## src/rtl/regfile_pkg.sv

```systemverilog
// regfile_pkg: shared constants and FSM state types for the AXI4-Lite register file.
package regfile_pkg;
    localparam int REG_W = 32;
    localparam logic [1:0] RESP_OKAY   = 2'b00;
    localparam logic [1:0] RESP_SLVERR = 2'b10;
    typedef enum logic [1:0] {W_IDLE, W_HAVE_ADDR, W_HAVE_DATA, W_RESP} wstate_e;
    typedef enum logic {R_IDLE, R_DATA} rstate_e;
endpackage

```

## src/rtl/regfile_byte_we.sv

```systemverilog
// regfile_byte_we: one register with byte-strobe merge; pulse registers clear every cycle.
module regfile_byte_we
    import regfile_pkg::*;
#(
    parameter bit PULSE = 1'b0
) (
    input  logic               axi_aclk,
    input  logic               axi_areset,
    input  logic               we,
    input  logic [REG_W/8-1:0] strb,
    input  logic [REG_W-1:0]   wdata,
    output logic [REG_W-1:0]   q
);
    logic [REG_W-1:0] nxt;

    always_comb begin
        nxt = PULSE ? '0 : q;
        for (int b = 0; b < REG_W / 8; b++)
            if (we && strb[b]) nxt[8*b +: 8] = wdata[8*b +: 8];
    end

    always_ff @(posedge axi_aclk or posedge axi_areset) begin
        if (axi_areset) q <= '0;
        else            q <= nxt;
    end
endmodule

```

## src/rtl/axi_regfile_gen.sv

```systemverilog
// axi_regfile_gen: AXI4-Lite slave exposing NREGS 32-bit registers with
// read-only / self-clearing masks and per-register access strobes.
module axi_regfile_gen
    import regfile_pkg::*;
#(
    parameter int               NREGS      = 16,
    parameter int               ADDR_W     = 12,
    parameter logic [NREGS-1:0] RO_MASK    = '0,
    parameter logic [NREGS-1:0] PULSE_MASK = '0
) (
    input  logic                         axi_aclk,
    input  logic                         axi_areset,
    input  logic [ADDR_W-1:0]            s_axi_awaddr,
    input  logic [2:0]                   s_axi_awprot,
    input  logic                         s_axi_awvalid,
    output logic                         s_axi_awready,
    input  logic [REG_W-1:0]             s_axi_wdata,
    input  logic [REG_W/8-1:0]           s_axi_wstrb,
    input  logic                         s_axi_wvalid,
    output logic                         s_axi_wready,
    output logic [1:0]                   s_axi_bresp,
    output logic                         s_axi_bvalid,
    input  logic                         s_axi_bready,
    input  logic [ADDR_W-1:0]            s_axi_araddr,
    input  logic [2:0]                   s_axi_arprot,
    input  logic                         s_axi_arvalid,
    output logic                         s_axi_arready,
    output logic [REG_W-1:0]             s_axi_rdata,
    output logic [1:0]                   s_axi_rresp,
    output logic                         s_axi_rvalid,
    input  logic                         s_axi_rready,
    output logic [NREGS-1:0][REG_W-1:0]  slv_reg,
    input  logic [NREGS-1:0][REG_W-1:0]  slv_read,
    output logic [NREGS-1:0]             slv_wr_stb,
    output logic [NREGS-1:0]             slv_rd_stb
);
    localparam int IW = $clog2(NREGS);

    wstate_e ws, ws_n;
    rstate_e rs, rs_n;
    logic [ADDR_W-1:0]  awaddr_q, wa;
    logic [REG_W-1:0]   wdata_q, wd;
    logic [REG_W/8-1:0] wstrb_q, wst;
    logic [IW-1:0]      widx, ridx;
    logic aw_hs, w_hs, ar_hs, commit, w_err, wr_ok, r_oor;
    logic unused_ok;

    assign unused_ok = ^{s_axi_awprot, s_axi_arprot};

    assign s_axi_awready = !axi_areset && (ws == W_IDLE || ws == W_HAVE_DATA);
    assign s_axi_wready  = !axi_areset && (ws == W_IDLE || ws == W_HAVE_ADDR);
    assign s_axi_bvalid  = ws == W_RESP;
    assign aw_hs  = s_axi_awvalid && s_axi_awready;
    assign w_hs   = s_axi_wvalid && s_axi_wready;
    // The commit edge is the one on which the later of AW/W is captured
    assign commit = (aw_hs || ws == W_HAVE_ADDR) && (w_hs || ws == W_HAVE_DATA);
    assign wa     = aw_hs ? s_axi_awaddr : awaddr_q;
    assign wd     = w_hs ? s_axi_wdata : wdata_q;
    assign wst    = w_hs ? s_axi_wstrb : wstrb_q;
    assign widx   = wa[IW+1:2];
    assign w_err  = ((wa >> (IW + 2)) != '0) || RO_MASK[widx];
    assign wr_ok  = commit && !w_err;

    always_comb begin
        ws_n = ws;
        if (commit)                            ws_n = W_RESP;
        else if (aw_hs)                        ws_n = W_HAVE_ADDR;
        else if (w_hs)                         ws_n = W_HAVE_DATA;
        else if (ws == W_RESP && s_axi_bready) ws_n = W_IDLE;
    end

    always_ff @(posedge axi_aclk or posedge axi_areset) begin
        if (axi_areset) begin
            ws          <= W_IDLE;
            awaddr_q    <= '0;
            wdata_q     <= '0;
            wstrb_q     <= '0;
            s_axi_bresp <= RESP_OKAY;
            slv_wr_stb  <= '0;
        end else begin
            ws         <= ws_n;
            slv_wr_stb <= '0;
            if (aw_hs) awaddr_q <= s_axi_awaddr;
            if (w_hs) begin
                wdata_q <= s_axi_wdata;
                wstrb_q <= s_axi_wstrb;
            end
            if (commit) s_axi_bresp <= w_err ? RESP_SLVERR : RESP_OKAY;
            if (wr_ok)  slv_wr_stb[widx] <= 1'b1;
        end
    end

    for (genvar i = 0; i < NREGS; i++) begin : g_reg
        regfile_byte_we #(.PULSE(PULSE_MASK[i])) u_reg (
            .axi_aclk  (axi_aclk),
            .axi_areset(axi_areset),
            .we        (wr_ok && widx == IW'(i)),
            .strb      (wst),
            .wdata     (wd),
            .q         (slv_reg[i])
        );
    end

    assign s_axi_arready = !axi_areset && rs == R_IDLE;
    assign s_axi_rvalid  = rs == R_DATA;
    assign ar_hs = s_axi_arvalid && s_axi_arready;
    assign ridx  = s_axi_araddr[IW+1:2];
    assign r_oor = (s_axi_araddr >> (IW + 2)) != '0;

    always_comb begin
        rs_n = rs;
        if (ar_hs)                             rs_n = R_DATA;
        else if (rs == R_DATA && s_axi_rready) rs_n = R_IDLE;
    end

    always_ff @(posedge axi_aclk or posedge axi_areset) begin
        if (axi_areset) begin
            rs          <= R_IDLE;
            s_axi_rdata <= '0;
            s_axi_rresp <= RESP_OKAY;
            slv_rd_stb  <= '0;
        end else begin
            rs         <= rs_n;
            slv_rd_stb <= '0;
            if (ar_hs) begin
                s_axi_rdata <= r_oor ? '0 : slv_read[ridx];
                s_axi_rresp <= r_oor ? RESP_SLVERR : RESP_OKAY;
                if (!r_oor) slv_rd_stb[ridx] <= 1'b1;
            end
        end
    end
endmodule

```

## config.mk

```make
export PLATFORM = sky130hd
export DESIGN_NAME = axi_regfile_gen
export DESIGN_NICKNAME = d
export VERILOG_FILES = /design/src/rtl/regfile_pkg.sv /design/src/rtl/regfile_byte_we.sv /design/src/rtl/axi_regfile_gen.sv
export SDC_FILE = /design/constraint.sdc
export NUM_CORES = 1
export LEC_CHECK = 0
export CAP_MARGIN = 20
export CORE_AREA = 2 2 453 455
export CTS_CLUSTER_SIZE = 16
export DETAILED_ROUTE_END_ITERATION = 10
export DIE_AREA = 0 0 455 457
export PLACE_DENSITY = 0.44
export SYNTH_ARGS = -nofsm -noshare
export SYNTH_HDL_FRONTEND = slang
export SYNTH_SLANG_ARGS = --single-unit
```

## constraint.sdc

```tcl
create_clock -name axi_aclk -period 50.2 [get_ports axi_aclk]
set_input_delay 5.02 -clock axi_aclk [delete_from_list [all_inputs] [get_ports axi_aclk]]
set_output_delay 5.02 -clock axi_aclk [all_outputs]
set_load 0.005 [all_outputs]
```

# Word-level counts from Yosys, hierarchy flattened
# Memories as Yosys holds them, arrays and structs flattened.
# Cells that the tools add are included.
dict set report word_totals {
  register_bits 631
  romBits 16
  input_bits 585
  output_inout_bits 585
  wordCells 226
  mem_count 1
}
dict set report classes {
  order_cmp 4
  eq_ne 18
  mux 22
  n_bitwise 1
  reduce_logical 105
}
# name words width read_ports rd_clocked_by_memory_dff write_ports line_no
set mem_list {}
lappend mem_list {{(name not given)} 16 1 1 0 0 axi_regfile_gen.sv:61} ;# assign w_err = ((wa >> (IW + 2)) != '0) || RO_MASK[widx];
# operator count
set ops {}
lappend ops {{binary-select mux 32 bit (select 4 bit)} 1}
lappend ops {{2-to-1 mux 32 bit} 3}
lappend ops {{logical AND 1 bit} 92}
lappend ops {{2-to-1 mux 16 bit} 3}
lappend ops {{== test 4 bit, second input constant} 8}
lappend ops {{nonzero test 12 bit} 2}
lappend ops {{== test 4 x 3 -> 1 bit, second input constant} 4}
lappend ops {{2-to-1 mux 12 bit} 1}
lappend ops {{2-to-1 mux 2 bit} 6}
lappend ops {{< comparator 4 x 5 -> 1 bit, second input constant} 2}
lappend ops {{demux 1 bit (select 4 bit)} 2}
lappend ops {{== test 4 x 2 -> 1 bit, second input constant} 2}
lappend ops {{>= comparator 4 x 1 -> 1 bit, second input constant} 2}
lappend ops {{logical OR 1 bit} 5}
lappend ops {{2-to-1 mux 1 bit} 5}
lappend ops {{== test 2 bit, second input constant} 2}
lappend ops {{== test 4 x 1 -> 1 bit, second input constant} 1}
lappend ops {{zero test 4 bit} 1}
lappend ops {{2-to-1 mux 4 bit} 1}
lappend ops {{nonzero test 4 bit} 1}
lappend ops {{== test 2 x 1 -> 1 bit, second input constant} 1}
lappend ops {{zero test 1 bit} 2}
lappend ops {{zero test 2 bit} 1}
lappend ops {{nonzero test 2 bit} 1}
lappend ops {{NOT 1 bit} 1}

# Logic depth before layout (Yosys ltp)
dict set report logic_depth {
  word_depth 12
  depth_mapped 9
  ltp_nobuf 4
}

# Modules after synthesis
# From an unflattened synthesis, not the netlist that was laid out.
dict set report hier_totals {
  hier_cells 1658
  area_unflattened_um2 27264.9
}
# mod n_inst cells_per_inst area_each_um2 seq_area_each_um2
set modules_own_cells {}
lappend modules_own_cells {regfile_byte_we 16 69 1189.9 800.8}
lappend modules_own_cells {axi_regfile_gen 1 554 8226.6 2877.8}

# Worst setup path before layout
# OpenSTA, ideal clock, no wires.
dict set report synth_timing {
  path_type {in2out}
  from {input port axi_areset}
  to {output port s_axi_arready}
  arrival_ps 5269
  required_ps 45180
  path_slack_ps 39911
  path_stages 2
  n_path_buf 1
  path_cell_list {buf_2 -> nor2_1}
}
dict set report synth_between {
  elab_chain_cells 2
}
# item line_no
set synth_rtl {}
lappend synth_rtl {{start: declaration} axi_regfile_gen.sv:12} ;# input logic axi_areset,
lappend synth_rtl {{zero test 1 bit (no line)} --}
lappend synth_rtl {{logical AND 1 bit} axi_regfile_gen.sv:104} ;# assign s_axi_arready = !axi_areset && rs == R_IDLE;
lappend synth_rtl {{end: declaration} axi_regfile_gen.sv:27} ;# output logic s_axi_arready,
# No other way between the ends.

# Worst setup path in the final report
dict set report layout_timing {
  from {input port axi_areset}
  to {output port s_axi_awready}
}
dict set report layout_between {
  elab_chain_cells 2
}
# item line_no
set layout_rtl {}
lappend layout_rtl {{zero test 1 bit (no line)} --}
lappend layout_rtl {{logical AND 1 bit} axi_regfile_gen.sv:50} ;# assign s_axi_awready = !axi_areset && (ws == W_IDLE || ws == W_HAVE_DATA);
lappend layout_rtl {{end: declaration} axi_regfile_gen.sv:16} ;# output logic s_axi_awready,
# No other way between the ends.

==> out/summary.txt <==
Synth area leader: dfrtp_1
RePlAce Congestion: 0.836
Layout Cell Area excl Fill: 46700 um2
Power per cell area: 35.5 nW/um2
Via count: 21900
Final Power: 1.66 mW
Tcrit/Tclk final: 23.6%
Post-synth top area share: 53.8%
Slew Limit Headroom: 27.1%
Pins over their slew limit: 0
Post-Place Cell Area: 44100 um2
Final nets: 3572
Gr ovfl total: 0
R2R setup slack: 46.28 ns
Most frequent cells in the layout: clkdlybuf4s50_1 (1155), dfrtp_1 (627), mux2_2 (542), mux4_2 (128), clkbuf_16 (80)
FILL cells: 21700
Final hold vios: 0
CP required: 45.18 ns
Most common cell after layout, fill and taps aside: clkdlybuf4s50_1
Tot GR Track Use: 14.2%
WHS: 0.485 ns
Hold Buf Count CTS: 0
Synth top area cells: dfrtp_1 (54%), mux2_2 (21%), mux4_2 (9.9%)
Grt met3 use: 3.37%
Initial antenna violation count: 40
DR WL/cell: 26.5 um
GRT met1 Usage: 14.1%
Mapped Area: 29200 um2
Max cap viols: 0
Final ANT Viol Nets: 0
Post-route DRC violation count: 0
Vias/cell: 3.80
Pleak: 18.9 nW
Worst skew pair latency: 0.71 ns
Initial Util: 14.3%
Area delta synth->final: 60.2%
CP arrival: 6.81 ns
GR Util met2: 26.8%
Post-synthesis cell count: 1821
Hold/Removal Path Class: reg -> reg
Yosys warns: 0
Initial DRT Pass Iterations: 5
DRT iter0 DRCs: 985
Final min period: 11.83 ns
Final-report setup violation count: 0
Drt total wl: 152000 um
CTS root buf: clkbuf_16
Setup Skew: 0.0436 ns
Ratio of cells with drive above 1 in the final layout: 30.8%
First-pass GRT wire length: 204000 um
Global-route layer with the greatest usage: met2
Main combinational cell family by area after synthesis: multiplexers
Compound-Gate Fraction of Synth Area: 8.98%
Simple-gate area share of the yosys netlist: 3.48%
Core Region: 203000 um2
Input/output buffers: 1157
Die ar.: 208000 um2
Mux cell area share after synthesis: 31.5%
Endpoint type of the worst setup path: primary output
Post-Synth Adder-Cell Area: 0%
Status: finished clean
Mapped Avg Cell Area: 16.0 um2
TritonCTS Buffers: 80
Least-Margin Pin Slew: 1.07 ns
Rows: 166
CTS tree: yes
Cell variety after synth: 42
I/O pin count: 1170
CP max FO: 10
RSZ-0062 raised after global routing: false
Setup TNS: 0 ns
Register bit total from synthesis: 627
Xor-xnor portion of the synthesized cell area: 0%
CP startpoint kind: primary input
Reg clk slew, reported paths: 0.06 ns
H-tree levels: 3
WS Path Type: in -> out
Sequential area share after synthesis: 53.8%
Die Span Y: 457 um
Die W: 455 um
Vias in the first global route: 23200
Hpwl dp: 120000 um
Peak Freq: 84.6 MHz
Cts repair resizes: 0
Worst vdd ir: 0.0000239 V
TritonCTS Sinks: 627
Largest net degree at the start of global routing: 162
Clock buffer depth: 3
Setup bufs post-CTS: 0
==> kinds of logic (layout without fill, tap and decap cells) <==
family	count (synthesis)	count (layout)
mux	688	688
buf+inv	138	1355
compound gates	176	176
other cells	1	25
simple gates	191	191
flops	627	627
==> worst max-delay path: stages <==
cell             delay (ns)
clkdlybuf4s50_1        0.90
nor2_1                 0.27
clkdlybuf4s50_1        0.60
==> cell usage after synthesis <==
master / instances
a2111oi_4: 64
nor3_1: 5
o21ai_0: 2
nor4_4: 2
or4_1: 2
nand4_1: 13
nand4b_1: 5
nor4_1: 3
nand4_2: 1
nand3_1: 12
a21oi_1: 7
dfrtp_1: 627
nand2_1: 73
nor3b_1: 2
a22o_1: 32
clkbuf_1: 86
nor4bb_1: 6
nor2_1: 33
nor2b_1: 9
buf_6: 8
nor3b_2: 1
mux2i_2: 4
a31oi_1: 1
and3_1: 5
a21o_1: 6
mux2_4: 2
mux2_1: 3
mux2_2: 542
and2_1: 7
buf_4: 13
nor4b_1: 6
mux4_2: 128
a22oi_1: 64
buf_1: 17
inv_1: 7
mux2i_1: 9
buf_2: 7
or3b_2: 1
nand3b_1: 2
nand2b_1: 2
or3b_1: 1
conb_1: 1
==> registers in the layout, summed over array words and instances (netlist names) <==
name,flops
g.u_reg.q,512
slv_wr_stb,16
awaddr_q,10
slv_rd_stb,16
s_axi_bresp,1
s_axi_rresp,1
wstrb_q,4
ws,2
wdata_q,32
s_axi_rvalid,1
s_axi_rdata,32
==> power breakdown <==
group | total, mW | switching [mW] | leakage [nW] | internal [mW]
Sequential | 0.603 | 0.0365 | 8.63 | 0.566
Combinational | 0.478 | 0.279 | 9.04 | 0.199
Clock | 0.575 | 0.244 | 1.23 | 0.331
Total | 1.66 | 0.560 | 18.9 | 1.10
==> routing by layer <==
metal / part of all wire [%] / vias to the layer above
li1: - / 9344
met1: 34 / 11400
met2: 55 / 938
met3: 6.2 / 216
met4: 4.9 / 2
met5: 0.0085 / -
==> per-stage QoR <==
| stage | worst slack [ns] | util, % | std cells |
|---|---|---|---|
| after floorplan | 27.36 | - | 1822 |
| after global placement | 38.39 | 21.7 | 5593 |
| after detailed placement | 38.38 | 21.7 | 5593 |
| after CTS | 38.37 | 22.9 | 5727 |
| after global routing | 38.33 | 23.0 | 5745 |
| final | 38.37 | 23.0 | 5750 |
==> final cells by class <==
| cell class | count | area [um2] | area share, % |
|---|---|---|---|
| multi-input combinational | 1057 | 13000 | 27.8 |
| sequential | 627 | 15700 | 33.6 |
| antenna | 23 | 57.6 | 0.123 |
| clock buffer | 110 | 2210 | 4.74 |
| timing repair buffer | 1214 | 12000 | 25.7 |
| inverter | 7 | 33.8 | 0.0723 |
| tap | 2688 | 3360 | 7.20 |
| clock inverter | 24 | 343 | 0.734 |
==> worst paths after layout <==
kind | from | to | cells past startpoint
min reg2reg | s_axi_bresp[1]$_DFFE_PP0P_ | s_axi_bresp[1]$_DFFE_PP0P_ | 2
min | s_axi_bresp[1]$_DFFE_PP0P_ | s_axi_bresp[1]$_DFFE_PP0P_ | 2
max in group asynchronous | axi_areset | g_reg[7].u_reg.q[18]$_DFFE_PP0P_ | 5
max | axi_areset | s_axi_awready | 3
min in group asynchronous | axi_areset | g_reg[2].u_reg.q[0]$_DFFE_PP0P_ | 2
max reg2reg | ws[0]$_DFFE_PP0P_ | g_reg[7].u_reg.q[17]$_DFFE_PP0P_ | 6
No activity file was read; power rests on OpenSTA's default activity.
